<file path="config.mk">
export PLATFORM = sky130hd
export DESIGN_NAME = nios_system_pio_in_ext_flat
export DESIGN_NICKNAME = d
export VERILOG_FILES = /design/src/rtl/nios_system_pio_pkg.sv /design/src/rtl/nios_system_pio_in_ext_if.sv /design/src/rtl/nios_system_pio_debounce.sv /design/src/rtl/nios_system_pio_in_ext.sv /design/src/flat_wrapper.sv
export SDC_FILE = /design/constraint.sdc
export NUM_CORES = 1
export LEC_CHECK = 0
export CELL_PAD_IN_SITES_DETAIL_PLACEMENT = 0
export CELL_PAD_IN_SITES_GLOBAL_PLACEMENT = 1
export CORE_UTILIZATION = 39
export DETAILED_ROUTE_END_ITERATION = 10
export PLACE_DENSITY = 0.83
export SYNTH_ARGS = -nofsm -noshare
export SYNTH_HDL_FRONTEND = slang
export SYNTH_SLANG_ARGS = --single-unit
export TNS_END_PERCENT = 1
</file>
<file path="constraint.sdc">
create_clock -name clk -period 2.8 [get_ports clk]
set_clock_uncertainty 0.05 [all_clocks]
set_input_delay 0.28 -clock clk [delete_from_list [all_inputs] [get_ports clk]]
set_output_delay 0.28 -clock clk [all_outputs]
set_load 0.02 [all_outputs]
</file>
<file path="src/rtl/nios_system_pio_pkg.sv">
// Shared definitions for the parametrised input PIO.
//   - Word addresses of the Avalon-MM register map.
//   - clog2 helper used to size the per-bit debounce counters.
package nios_system_pio_pkg;

  localparam logic [2:0] ADDR_DATA         = 3'd0;
  localparam logic [2:0] ADDR_RAW          = 3'd1;
  localparam logic [2:0] ADDR_IRQ_MASK     = 3'd2;
  localparam logic [2:0] ADDR_EDGE_CAPTURE = 3'd3;
  localparam logic [2:0] ADDR_RISE_EN      = 3'd4;
  localparam logic [2:0] ADDR_FALL_EN      = 3'd5;

  // Smallest r with 2**r >= value; clog2(1) = 0.
  function automatic int unsigned clog2(input int unsigned value);
    int unsigned r;
    r = 0;
    for (int i = 0; i < 32; i++) begin
      if ((64'd1 << i) < 64'(value)) r = i + 1;
    end
    return r;
  endfunction

endpackage

</file>
<file path="src/rtl/nios_system_pio_in_ext_if.sv">
// Avalon-MM slave bus of the input PIO plus its interrupt line.
//   address    : word register select
//   chipselect : slave select
//   write_n    : active-low write strobe
//   writedata  : write data (only the low WIDTH bits are used by the slave)
//   readdata   : registered read data
//   irq        : level interrupt to the processor
interface nios_system_pio_in_ext_if;

  logic [2:0]  address;
  logic        chipselect;
  logic        write_n;
  logic [31:0] writedata;
  logic [31:0] readdata;
  logic        irq;

  modport master (
    output address, chipselect, write_n, writedata,
    input  readdata, irq
  );

  modport slave (
    input  address, chipselect, write_n, writedata,
    output readdata, irq
  );

endinterface

</file>
<file path="src/rtl/nios_system_pio_debounce.sv">
// One input bit: synchroniser chain followed by a stability filter.
//   clk, reset : system clock, asynchronous active-high reset
//   in_bit     : asynchronous board input
//   raw        : synchroniser output
//   q          : filtered (debounced) value
module nios_system_pio_debounce
  import nios_system_pio_pkg::*;
#(
  parameter int unsigned SYNC_STAGES     = 2,
  parameter int unsigned DEBOUNCE_CYCLES = 0
) (
  input  logic clk,
  input  logic reset,
  input  logic in_bit,
  output logic raw,
  output logic q
);

  logic [SYNC_STAGES-1:0] sync_q;
  logic                   q_q;

  always_ff @(posedge clk or posedge reset) begin
    if (reset) sync_q <= '0;
    else       sync_q <= {sync_q[SYNC_STAGES-2:0], in_bit};
  end

  assign raw = sync_q[SYNC_STAGES-1];
  assign q   = q_q;

  if (DEBOUNCE_CYCLES == 0) begin : g_bypass
    always_ff @(posedge clk or posedge reset) begin
      if (reset) q_q <= 1'b0;
      else       q_q <= raw;
    end
  end else begin : g_filter
    localparam int unsigned CntW = clog2(DEBOUNCE_CYCLES + 1);
    localparam logic [CntW-1:0] CntLast = CntW'(DEBOUNCE_CYCLES - 1);

    logic [CntW-1:0] cnt_q, cnt_d;
    logic            q_next;

    // Any return to the held value restarts the stability count.
    always_comb begin
      cnt_d  = cnt_q;
      q_next = q_q;
      if (raw == q_q) begin
        cnt_d = '0;
      end else if (cnt_q == CntLast) begin
        q_next = raw;
        cnt_d  = '0;
      end else begin
        cnt_d = cnt_q + CntW'(1);
      end
    end

    always_ff @(posedge clk or posedge reset) begin
      if (reset) begin
        cnt_q <= '0;
        q_q   <= 1'b0;
      end else begin
        cnt_q <= cnt_d;
        q_q   <= q_next;
      end
    end
  end

endmodule

</file>
<file path="src/rtl/nios_system_pio_in_ext.sv">
// Parametrised Avalon-MM input PIO with synchroniser, debounce, selectable edge
// detection, write-1-to-clear edge capture and masked level interrupt.
//   clk, reset : system clock, asynchronous active-high reset
//   bus        : Avalon-MM slave (address/chipselect/write_n/writedata/readdata) + irq
//   in_port    : asynchronous board inputs
module nios_system_pio_in_ext
  import nios_system_pio_pkg::*;
#(
  parameter int unsigned      WIDTH           = 8,
  parameter int unsigned      SYNC_STAGES     = 2,
  parameter int unsigned      DEBOUNCE_CYCLES = 0,
  parameter logic [WIDTH-1:0] RISE_RESET      = '1,
  parameter logic [WIDTH-1:0] FALL_RESET      = '1
) (
  input  logic                    clk,
  input  logic                    reset,
  nios_system_pio_in_ext_if.slave bus,
  input  logic [WIDTH-1:0]        in_port
);

  logic [WIDTH-1:0] raw, q;
  logic [WIDTH-1:0] q_d_q;
  logic [WIDTH-1:0] irq_mask_q, rise_en_q, fall_en_q;
  logic [WIDTH-1:0] edge_capture_q, edge_capture_d;
  logic [WIDTH-1:0] edge_det, clr;
  logic [WIDTH-1:0] wdata;
  logic [31:0]      rd_mux, readdata_q;
  logic             wr_en;
  logic             unused_writedata;

  for (genvar i = 0; i < int'(WIDTH); i++) begin : g_bit
    nios_system_pio_debounce #(
      .SYNC_STAGES    (SYNC_STAGES),
      .DEBOUNCE_CYCLES(DEBOUNCE_CYCLES)
    ) u_debounce (
      .clk   (clk),
      .reset (reset),
      .in_bit(in_port[i]),
      .raw   (raw[i]),
      .q     (q[i])
    );
  end

  assign wr_en            = bus.chipselect & ~bus.write_n;
  assign wdata            = bus.writedata[WIDTH-1:0];
  assign unused_writedata = ^bus.writedata;

  assign edge_det = (rise_en_q & q & ~q_d_q) | (fall_en_q & ~q & q_d_q);

  // Clear first, then OR in new edges so a coincident edge keeps the bit set.
  always_comb begin
    clr = '0;
    if (wr_en && bus.address == ADDR_EDGE_CAPTURE) clr = wdata;
    edge_capture_d = (edge_capture_q & ~clr) | edge_det;
  end

  always_comb begin
    rd_mux = '0;
    case (bus.address)
      ADDR_DATA:         rd_mux[WIDTH-1:0] = q;
      ADDR_RAW:          rd_mux[WIDTH-1:0] = raw;
      ADDR_IRQ_MASK:     rd_mux[WIDTH-1:0] = irq_mask_q;
      ADDR_EDGE_CAPTURE: rd_mux[WIDTH-1:0] = edge_capture_q;
      ADDR_RISE_EN:      rd_mux[WIDTH-1:0] = rise_en_q;
      ADDR_FALL_EN:      rd_mux[WIDTH-1:0] = fall_en_q;
      default:           rd_mux            = '0;
    endcase
  end

  always_ff @(posedge clk or posedge reset) begin
    if (reset) begin
      q_d_q          <= '0;
      irq_mask_q     <= '0;
      rise_en_q      <= RISE_RESET;
      fall_en_q      <= FALL_RESET;
      edge_capture_q <= '0;
      readdata_q     <= '0;
    end else begin
      q_d_q          <= q;
      edge_capture_q <= edge_capture_d;
      readdata_q     <= rd_mux;
      if (wr_en) begin
        case (bus.address)
          ADDR_IRQ_MASK: irq_mask_q <= wdata;
          ADDR_RISE_EN:  rise_en_q  <= wdata;
          ADDR_FALL_EN:  fall_en_q  <= wdata;
          default: ;
        endcase
      end
    end
  end

  assign bus.readdata = readdata_q;
  assign bus.irq      = |(edge_capture_q & irq_mask_q);

endmodule

</file>
<file path="src/flat_wrapper.sv">
// flat-port wrapper written by rule: the top's interface ports become plain ports
module nios_system_pio_in_ext_flat import nios_system_pio_pkg::*;
#(
  parameter int unsigned      WIDTH           = 8,
  parameter int unsigned      SYNC_STAGES     = 2,
  parameter int unsigned      DEBOUNCE_CYCLES = 0,
  parameter logic [WIDTH-1:0] RISE_RESET      = '1,
  parameter logic [WIDTH-1:0] FALL_RESET      = '1
)
  (clk, reset, in_port, bus_address, bus_chipselect, bus_write_n, bus_writedata, bus_readdata, bus_irq);
  nios_system_pio_in_ext_if bus_i ();
  input  logic clk;
  input  logic reset;
  input  logic [WIDTH-1:0] in_port;
  input wire logic [$bits(bus_i.address)-1:0] bus_address;
  input wire logic [$bits(bus_i.chipselect)-1:0] bus_chipselect;
  input wire logic [$bits(bus_i.write_n)-1:0] bus_write_n;
  input wire logic [$bits(bus_i.writedata)-1:0] bus_writedata;
  output wire logic [$bits(bus_i.readdata)-1:0] bus_readdata;
  output wire logic [$bits(bus_i.irq)-1:0] bus_irq;
  assign bus_i.address = bus_address;
  assign bus_i.chipselect = bus_chipselect;
  assign bus_i.write_n = bus_write_n;
  assign bus_i.writedata = bus_writedata;
  assign bus_readdata = bus_i.readdata;
  assign bus_irq = bus_i.irq;
  nios_system_pio_in_ext #(.WIDTH(WIDTH), .SYNC_STAGES(SYNC_STAGES), .DEBOUNCE_CYCLES(DEBOUNCE_CYCLES), .RISE_RESET(RISE_RESET), .FALL_RESET(FALL_RESET)) u_core (.clk(clk), .reset(reset), .bus(bus_i), .in_port(in_port));
endmodule
</file>
==> results.toml <==
[drt]
drc = 0
route.vias.total = 1798
routed_wl_mm = 5.67
ant_nets = 0
via_per_inst = 4.93
wire_per_inst_um = 15.5
drt_first_pass_iters = 4
drtIter0Drc = 53

[sta]
grt_setup_unrepaired = "no"
slew_headroom = 0.537
fmax_mhz = 495
hold_viol_final = 0
worst_pin_slew_ns = 0.695
fin_crit_ns = 2.02
slew_violations = 0
finalSetupTns_ns = 0
final-setup-viol-count = 0
period_share = 0.722

[setup_path]
path_delay_family = "buffers and inverters"
crit_slowest_cell = "clkdlybuf4s50_1"
worstSetupPathType = "flip-flop to primary output"
cp-end-kind = "primary output"
startpoint = "u_core.irq_mask_q[5]"
path_cells = "a22oi_1, nand4_1, clkdlybuf4s50_1"
cpPeakStageDelay_ns = 0.56
required_ns = 2.47
worstPathBufferInverterCount = 1
path_max_fanout = 3
cp.arrival_ns = 1.69
r2r_start = "u_core.fall_en_q[6]"
critPathLaunchType = "flip-flop"

[final_layout]
diodes = 0
area_delta_synth_final_pct = 18.7
mostFrequentLayoutCells = "56 x dfrtp_1, 32 x mux2_2, 31 x clkdlybuf4s50_1, 24 x conb_1, 16 x dfstp_2"
final_common_cell = "dfrtp_1"
drive_gt1_frac = 0.278
finalNetCount = 308
final_core_util = 0.488

[clock_network]
clock-root-buffer = "clkbuf_8"
cts.clk_slew.worst_paths_ns = 0.07
cts_max_level = 3
post_cts_buffers = 0
cts_sinks = 72
cts_max_path_buffers = 2
clk_latency_ns = 0.34
numCtsBuffers = 9
ctsResizeCount = 0
cts_hold_buf = 0
cts_tree = "built"

[power]
power_density_nw_per_um2 = 714
leakagePower_nw = 1.55
ir_drop_mv = 0.326

[floorplan]
fp.dieW_um = 90.4
die_h_um = 90.4
initial_core_util = 0.411
fp.coreArea_um2 = 7410
placementRows = 31
die-area_um2 = 8160
ios = 80

[outcome]
status = "complete, no violations"

[job]
cap_violations = 0

[global_route]
grtUsageTotal = 0.150
grt_max_degree = 42
antenna_found_initial = 0
grt_overflow = 0
grt_pass1_vias = 1792
grt_pass1_wl_mm = 9.26

[synthesis]
yosys_register_bits = 72
synthDistinctLibCells = 28
synth_seq_area_share = 0.598
ys_warn_count = 0
avgSynthCellArea_um2 = 13.7
synth_area_um2 = 3040
synthCells = 223

[worst_hold_path]
hp-class = "flip-flop to flip-flop"
hold_path.startpoint = "u_core.g_bit[7].u_debounce.sync_q[0]"

[placement]
portBuffers = 31
gp_congestion = 0.738
hpwl_mm = 3.75
## routing by layer
metal / global-route usage / up-vias / routed length, um
li1: - / 833 / -
met1: 0.192 / 906 / 2610
met3: 0.0345 / 13 / 173
met5: 0 / - / 0
met4: 0.0901 / 0 / 115
met2: 0.232 / 46 / 2770
## cell families after synthesis
kind of cell | after synthesis | synth area share
simple gates | 35 | 0.0769
buf+inv | 39 | 0.0834
compound gates | 33 | 0.0855
mux | 43 | 0.155
flops | 72 | 0.598
other cells | 1 | 0.00123
## through the flow
step	setup WS [ns]	instance area, um2	hold slack (ns)	cells	total power [mW]
floorplan	0.672	3130	0.261	246	1.58
global placement	0.595	3390	0.282	349	1.69
detailed placement	0.587	3390	0.285	349	1.71
CTS	0.734	3610	0.298	365	2.61
global route	0.656	3610	0.304	365	2.70
finish	0.779	3610	0.300	365	2.58
## layout make-up
cell class | count | area, um2
clock buffers | 10 | 138
clock inverters | 6 | 82.6
fillers | 663 | 3800
inverters | 9 | 33.8
multi-input cells | 135 | 1050
flip-flops and latches | 72 | 1820
well taps | 99 | 124
repair buffers | 34 | 358
## registers in the layout, indices dropped and copies added (netlist names)
signal and flops:
u_core.g_bit.u_debounce.q 8, u_core.rise_en_q 8, u_core.g_bit.u_debounce.sync_q 16, u_core.bus.readdata 8, u_core.edge_capture_q 8, u_core.irq_mask_q 8
u_core.fall_en_q 8, u_core.q_d_q 8
## power by group
part	total (mW)	switching, mW	internal [mW]
registers	1.30	0.0896	1.21
logic	0.384	0.185	0.199
clock network	0.894	0.373	0.521
## worst reg2reg max path, delay by kind of cell (launching register included)
| family | cells | cell delay [ns] |
|---|---|---|
| DFF | 1 | 0.38 |
| AOI/OAI and AO/OA | 2 | 0.32 |
| muxes | 1 | 0.26 |
## Yosys cell counts
cell,number,area share
dfrtp_1,56,0.46
mux2_2,32,0.12
buf_4,26,0.064
dfstp_2,16,0.14
nand2_1,13,0.016
mux2i_1,11,0.036
nand3b_1,11,0.027
inv_1,9,0.011
o221ai_1,8,0.023
a32oi_1,5,0.014
o211ai_1,5,0.012
o31ai_1,5,0.012
a22oi_1,4,0.0099
o2111ai_1,3,0.0086
o21ai_0,3,0.0049
buf_2,2,0.0033
nand2b_1,2,0.0041
nor2_1,2,0.0025
buf_6,1,0.0037
clkbuf_1,1,0.0012
conb_1,1,0.0012
nand2_2,1,0.0021
nand3b_2,1,0.0037
nand3b_4,1,0.0066
nand4_1,1,0.0021
nor2_4,1,0.0037
nor2b_2,1,0.0029
nor3b_4,1,0.0062
## final timing paths
check	to	slack, ns	cells past startpoint
setup reg to reg	u_core.bus.readdata[6]	1.64	3
hold / removal	u_core.g_bit[7].u_debounce.sync_q[1]	0.30	0
min in group asynchronous	u_core.g_bit[5].u_debounce.sync_q[1]	0.31	2
max in group asynchronous	u_core.fall_en_q[0]	1.67	3
hold reg to reg	u_core.g_bit[7].u_debounce.sync_q[1]	0.30	0
setup / recovery	bus_irq	0.78	3
Note: power is estimated with default switching activity, not from simulation.
